`config.mk`:
```
export PLATFORM = sky130hd
export DESIGN_NAME = seq_shift_unit_flat
export DESIGN_NICKNAME = d
export VERILOG_FILES = /design/src/rtl/seq_shift_pkg.sv /design/src/rtl/seq_shift_if.sv /design/src/rtl/seq_shift_step.sv /design/src/rtl/seq_shift_unit.sv /design/src/flat_wrapper.sv
export SDC_FILE = /design/constraint.sdc
export NUM_CORES = 1
export LEC_CHECK = 0
export CORE_UTILIZATION = 47
export DETAILED_ROUTE_END_ITERATION = 6
export PLACE_DENSITY = 0.77
export REMOVE_ABC_BUFFERS = 1
export SLEW_MARGIN = 20
export SYNTH_ARGS = -nofsm -noshare
export SYNTH_HDL_FRONTEND = slang
export SYNTH_HIERARCHICAL = 1
export SYNTH_SLANG_ARGS = --single-unit
```
`constraint.sdc`:
```
create_clock -name clk -period 4.5 [get_ports clk]
set_clock_uncertainty 0.15 [all_clocks]
set_input_delay 1.35 -clock clk [delete_from_list [all_inputs] [get_ports clk]]
set_output_delay 1.35 -clock clk [all_outputs]
set_load 0.005 [all_outputs]
```
`src/rtl/seq_shift_pkg.sv`:
```
`default_nettype none
// +--------------------------------------------------------------------+
// | seq_shift_pkg : mode and state encodings for the sequential shifter |
// | Revision      : 1.0                                                 |
// +--------------------------------------------------------------------+
package seq_shift_pkg;

  localparam logic [2:0] MODE_LSR = 3'b000;
  localparam logic [2:0] MODE_ASR = 3'b001;
  localparam logic [2:0] MODE_LSL = 3'b010;
  localparam logic [2:0] MODE_ROR = 3'b011;
  localparam logic [2:0] MODE_ROL = 3'b100;

  typedef enum logic [1:0] {
    ST_IDLE  = 2'd0,
    ST_SHIFT = 2'd1,
    ST_DONE  = 2'd2
  } state_t;

endpackage
`default_nettype wire

```
`src/rtl/seq_shift_if.sv`:
```
`default_nettype none
// +--------------------------------------------------------------------+
// | seq_shift_if : control/data bundle between a client and the shifter |
// | Revision     : 1.0                                                  |
// +--------------------------------------------------------------------+
interface seq_shift_if #(
  parameter int W  = 8,
  parameter int AW = 4
);
  logic          ld;
  logic [W-1:0]  d;
  logic          start;
  logic [2:0]    mode;
  logic [AW-1:0] amt;
  logic [W-1:0]  q;
  logic          so;
  logic          busy;
  logic          done;

  modport master (output ld, d, start, mode, amt, input  q, so, busy, done);
  modport slave  (input  ld, d, start, mode, amt, output q, so, busy, done);
endinterface
`default_nettype wire

```
`src/rtl/seq_shift_step.sv`:
```
`default_nettype none
// +--------------------------------------------------------------------+
// | seq_shift_step : one-position shift/rotate of an operand (comb.)    |
// | Revision       : 1.0                                                |
// +--------------------------------------------------------------------+
module seq_shift_step
  import seq_shift_pkg::*;
#(
  parameter int W = 8
) (
  input  logic [W-1:0] i_q,
  input  logic [2:0]   i_mode,
  output logic [W-1:0] o_next_q,
  output logic         o_out_bit,
  output logic         o_active
);

  // o_active low marks the hold encodings, so the caller keeps q and so.
  always_comb begin
    o_next_q  = i_q;
    o_out_bit = 1'b0;
    o_active  = 1'b1;
    case (i_mode)
      MODE_LSR: begin o_next_q = {1'b0, i_q[W-1:1]};        o_out_bit = i_q[0];   end
      MODE_ASR: begin o_next_q = {i_q[W-1], i_q[W-1:1]};    o_out_bit = i_q[0];   end
      MODE_LSL: begin o_next_q = {i_q[W-2:0], 1'b0};        o_out_bit = i_q[W-1]; end
      MODE_ROR: begin o_next_q = {i_q[0], i_q[W-1:1]};      o_out_bit = i_q[0];   end
      MODE_ROL: begin o_next_q = {i_q[W-2:0], i_q[W-1]};    o_out_bit = i_q[W-1]; end
      default:  o_active = 1'b0;
    endcase
  end

endmodule
`default_nettype wire

```
`src/rtl/seq_shift_unit.sv`:
```
`default_nettype none
// +--------------------------------------------------------------------+
// | seq_shift_unit : multi-cycle shift/rotate by a runtime amount       |
// | Revision       : 1.0                                                |
// +--------------------------------------------------------------------+
module seq_shift_unit
  import seq_shift_pkg::*;
#(
  parameter int              W       = 8,
  parameter int              AW      = 4,
  parameter logic [W-1:0]    RST_VAL = '0
) (
  input  wire logic  clk,
  input  wire logic  rst_b,
  seq_shift_if.slave bus
);

  localparam logic [AW-1:0] c_CNT_ZERO = '0;
  localparam logic [AW-1:0] c_CNT_ONE  = {{(AW-1){1'b0}}, 1'b1};

  state_t        r_state;
  state_t        w_next_state;
  logic [W-1:0]  r_q;
  logic          r_so;
  logic [AW-1:0] r_cnt;
  logic [2:0]    r_mode;

  logic [W-1:0]  w_step_q;
  logic          w_step_bit;
  logic          w_step_act;

  seq_shift_step #(.W(W)) u_step (
    .i_q      (r_q),
    .i_mode   (r_mode),
    .o_next_q (w_step_q),
    .o_out_bit(w_step_bit),
    .o_active (w_step_act)
  );

  always_ff @(posedge clk or negedge rst_b) begin
    if (!rst_b) r_state <= ST_IDLE;
    else        r_state <= w_next_state;
  end

  always_comb begin
    w_next_state = r_state;
    case (r_state)
      ST_IDLE: begin
        if (!bus.ld && bus.start)
          w_next_state = (bus.amt == c_CNT_ZERO) ? ST_DONE : ST_SHIFT;
      end
      ST_SHIFT: if (r_cnt == c_CNT_ONE) w_next_state = ST_DONE;
      ST_DONE:  w_next_state = ST_IDLE;
      default:  w_next_state = ST_IDLE;
    endcase
  end

  // Hold modes still burn one count per cycle; only q/so stay put.
  always_ff @(posedge clk or negedge rst_b) begin
    if (!rst_b) begin
      r_q    <= RST_VAL;
      r_so   <= 1'b0;
      r_cnt  <= c_CNT_ZERO;
      r_mode <= MODE_LSR;
    end else begin
      case (r_state)
        ST_IDLE: begin
          if (bus.ld) begin
            r_q <= bus.d;
          end else if (bus.start) begin
            r_mode <= bus.mode;
            r_cnt  <= bus.amt;
          end
        end
        ST_SHIFT: begin
          r_cnt <= r_cnt - c_CNT_ONE;
          if (w_step_act) begin
            r_q  <= w_step_q;
            r_so <= w_step_bit;
          end
        end
        default: ;
      endcase
    end
  end

  assign bus.q    = r_q;
  assign bus.so   = r_so;
  assign bus.busy = (r_state == ST_SHIFT);
  assign bus.done = (r_state == ST_DONE);

endmodule
`default_nettype wire

```
`src/flat_wrapper.sv`:
```
// flat-port wrapper written by rule: the top's interface ports become plain ports
module seq_shift_unit_flat import seq_shift_pkg::*;
#(
  parameter int              W       = 8,
  parameter int              AW      = 4,
  parameter logic [W-1:0]    RST_VAL = '0
)
  (clk, rst_b, bus_ld, bus_d, bus_start, bus_mode, bus_amt, bus_q, bus_so, bus_busy, bus_done);
  seq_shift_if #(.W(W), .AW(AW)) bus_i ();
  input  wire logic clk;
  input  wire logic rst_b;
  input wire logic [$bits(bus_i.ld)-1:0] bus_ld;
  input wire logic [$bits(bus_i.d)-1:0] bus_d;
  input wire logic [$bits(bus_i.start)-1:0] bus_start;
  input wire logic [$bits(bus_i.mode)-1:0] bus_mode;
  input wire logic [$bits(bus_i.amt)-1:0] bus_amt;
  output wire logic [$bits(bus_i.q)-1:0] bus_q;
  output wire logic [$bits(bus_i.so)-1:0] bus_so;
  output wire logic [$bits(bus_i.busy)-1:0] bus_busy;
  output wire logic [$bits(bus_i.done)-1:0] bus_done;
  assign bus_i.ld = bus_ld;
  assign bus_i.d = bus_d;
  assign bus_i.start = bus_start;
  assign bus_i.mode = bus_mode;
  assign bus_i.amt = bus_amt;
  assign bus_q = bus_i.q;
  assign bus_so = bus_i.so;
  assign bus_busy = bus_i.busy;
  assign bus_done = bus_i.done;
  seq_shift_unit #(.W(W), .AW(AW), .RST_VAL(RST_VAL)) u_core (.clk(clk), .rst_b(rst_b), .bus(bus_i));
endmodule
```
==> flow_metrics.py <==
metrics = {
    "outcome": {
        "status": "finished, violations left",
        "violations": "design-rule violations",
    },
    "layout": {
        "area_growth_pct": 17.60,
        "utilization_pct": 60.66,
        "diodes": 0,
        "fillCellCount": 256,
        "num-nets-final": 188,
        "drive_gt1_share_pct": 23.03,
        "final_cell_count_no_fill": 196,
    },
    "setup_path": {
        "r2r-start": "u_core/r_mode[2]",
        "r2r-end": "u_core/bus.q[6]",
        "crit_fanout": 17,
        "reg2reg_depth": 5,
        "critPathCaptureType": "output port",
        "start_kind": "flip-flop",
        "cp.required_ns": 3.00,
        "reg2reg_slack_ns": 2.19,
        "arrival_ns": 1.94,
        "path_class": "flip-flop to output port",
    },
    "timing": {
        "tns_ns": 0,
        "slew_viol_final": 0,
        "rsz0062_at_grt": "false",
        "hold_viol": 0,
        "period_share_pct": 76.52,
        "finalSetupViolCount": 0,
        "period_minus_slack_ns": 3.443,
        "tightest_slew_ns": 0.9174,
        "max_freq_ghz": 0.2904,
        "timing.slew.headroom_pct": 38.84,
    },
    "power": {
        "p_leak_nw": 0.6952,
        "power_density_nw_per_um2": 769.6,
        "vdd_drop_max_mv": 0.3510,
        "power_w": 0.001332,
    },
    "yosys": {
        "synth_edf_count": 0,
        "async_flop_share_pct": 100.0,
        "post_synth_instance_area_um2": 1471,
        "synthFlopType": "dfrtp_1",
        "synth_seq_cells": 18,
        "ys_warn_count": 6,
        "synth_cell_types": 49,
        "synth_cells": 143,
        "yosysSeqAreaShare_pct": 30.61,
        "avgSynthCellArea_um2": 10.29,
    },
    "routing": {
        "antenna_left": 0,
        "num_vias": 1154,
        "routedWlPerCell_um": 15.28,
        "postRouteWirelength_um": 2995,
        "drtIter0Drc": 60,
        "first_pass_iters": 6,
        "remaining_drc_errors": 1,
        "avgViaCountPerCell": 5.888,
    },
    "clock_tree": {
        "clkTransAtPathRegs_ns": 0.10,
        "postCtsSetupRepairBufs": 0,
        "clk_latency_ns": 0.29,
        "cts_tree": "yes",
        "root_buffer": "clkbuf_4",
        "cts_buffer_depth": 2,
        "holdBufCountCts": 0,
        "clock-sinks": 18,
        "h-tree-depth": 1,
        "cts_buffers": 3,
        "post_cts_resized": 0,
    },
    "die": {
        "die_y_um": 57.95,
        "fp.dieW_um": 57.95,
        "ioPinCount": 30,
        "coreArea_um2": 2853,
        "dieArea_um2": 3358,
        "floorplan.initialDensity_pct": 51.58,
        "row_count": 19,
    },
    "grt": {
        "grt_overflow": 0,
        "grt_max_degree": 31,
        "track_usage_pct": 18.92,
        "antenna_found_initial": 0,
        "grt_first_pass_wirelength_um": 4871,
        "grt_pass1_vias": 1075,
    },
    "place": {
        "placedCellCount": 193,
        "gp_congestion": 0.7760,
        "numPortBuffers": 29,
        "dp_hpwl_um": 2284,
    },
    "min_path": {
        "holdCritPathClass": "flip-flop to flip-flop",
        "whs_endpoint": "u_core/bus.so",
        "min_from": "u_core/bus.so",
        "hold_depth": 1,
    },
    "job": {
        "drv_cap": 0,
    },
}
==> stage by stage <==
| step | setup slack [ns] | cell area [um2] | hold WS, ns |
|---|---|---|---|
| floorplan | 2.097 | 1379 | 0.3541 |
| global placement | 1.403 | 1708 | 0.3604 |
| detailed placement | 1.367 | 1708 | 0.3687 |
| CTS | 1.039 | 1730 | 0.3962 |
| global route | 0.9267 | 1730 | 0.4114 |
| finish | 1.057 | 1730 | 0.3864 |
==> per-layer routing <==
layer / up-vias / part of all wire, % / GRT usage [%] / wire, um
met5: - / 0 / 0 / 0
met2: 26 / 48 / 31.36 / 1447
met1: 553 / 47 / 25.53 / 1405
li1: 573 / - / - / -
met3: 2 / 4.2 / 4.688 / 126
met4: 0 / 0.53 / 3.061 / 16
==> layout make-up <==
class	instances	area, um2	share of cell area (%)
multi-input cells	107	898.4	51.92
flip-flops and latches	18	450.4	26.03
repair buffers	29	290.3	16.78
well taps	31	38.79	2.242
inverters	8	30.03	1.735
clock buffers	3	22.52	1.302
==> cells by family (layout without fill, tap and decap cells) <==
| logic type | after synthesis | in the layout | synth area share, % |
|---|---|---|---|
| compound gates | 32 | 32 | 18.28 |
| fa+ha+maj | 2 | 2 | 1.700 |
| buf+inv | 18 | 40 | 8.333 |
| flops | 18 | 18 | 30.61 |
| mux | 26 | 26 | 19.98 |
| simple gates | 47 | 47 | 21.09 |
==> power by group <==
part | total, W | switching, W | internal [W]
Combinational | 0.000810 | 0.000318 | 0.000492
Sequential | 0.000447 | 0.000200 | 0.000247
Clock | 0.0000752 | 0.0000441 | 0.0000311
Total | 0.00133 | 0.000562 | 0.000770
==> worst max-delay path by stage <==
stage	start	end	slack, ns	depth (start not counted)
after floorplan	u_core/r_state[0]	bus_busy	2.10	1
after global placement	u_core/r_state[0]	bus_busy	1.40	2
after detailed placement	u_core/r_state[0]	bus_busy	1.37	2
after CTS	u_core/r_state[0]	bus_busy	1.04	2
after global routing	u_core/r_state[0]	bus_busy	0.93	2
final	u_core/r_state[0]	bus_busy	1.06	2
==> layout by cell type, fill, tap and decap left out, types with 3 or more instances in the layout <==
| master | instances |
|---|---|
| mux2i_1 | 5 |
| clkbuf_4 | 3 |
| nand2b_4 | 3 |
| and3_1 | 4 |
| mux2_2 | 19 |
| nor2b_1 | 3 |
| clkdlybuf4s50_1 | 29 |
| nor4_1 | 3 |
| nor2_1 | 4 |
| dfrtp_1 | 18 |
| inv_1 | 8 |
| o21ai_0 | 6 |
| nand2_1 | 10 |
| a21oi_1 | 3 |
| nand2b_1 | 6 |
==> critical path, stage by stage (launching register included) <==
cell	delay [ns]
dfrtp_1	0.58
nor2b_4	0.48
clkdlybuf4s50_1	0.59
==> synthesized netlist by cell type, types with 2 or more instances <==
cell type	count	area (um2)
a211oi_1	2	15.01
a21oi_1	3	15.01
a221oi_1	2	17.52
and3_1	4	25.02
buf_2	2	10.01
buf_4	3	22.52
buf_6	4	45.04
dfrtp_1	18	450.4
ha_1	2	25.02
inv_1	8	30.03
mux2_2	19	214.0
mux2_4	2	30.03
mux2i_1	5	50.05
nand2_1	10	37.54
nand2b_1	6	37.54
nand2b_4	3	41.29
nand3_1	2	10.01
nor2_1	4	15.01
nor2b_1	3	18.77
nor3b_1	2	15.01
nor4_1	3	18.77
o211ai_1	2	15.01
o21ai_0	6	30.03
o31ai_1	2	15.01
o32ai_1	2	17.52
==> registers in the layout (all words and copies together) (netlist names) <==
register        count
u_core/bus.q        8
u_core/bus.so       1
u_core/r_cnt        4
u_core/r_mode       3
u_core/r_state      2
(Power assumes the default switching activity.)
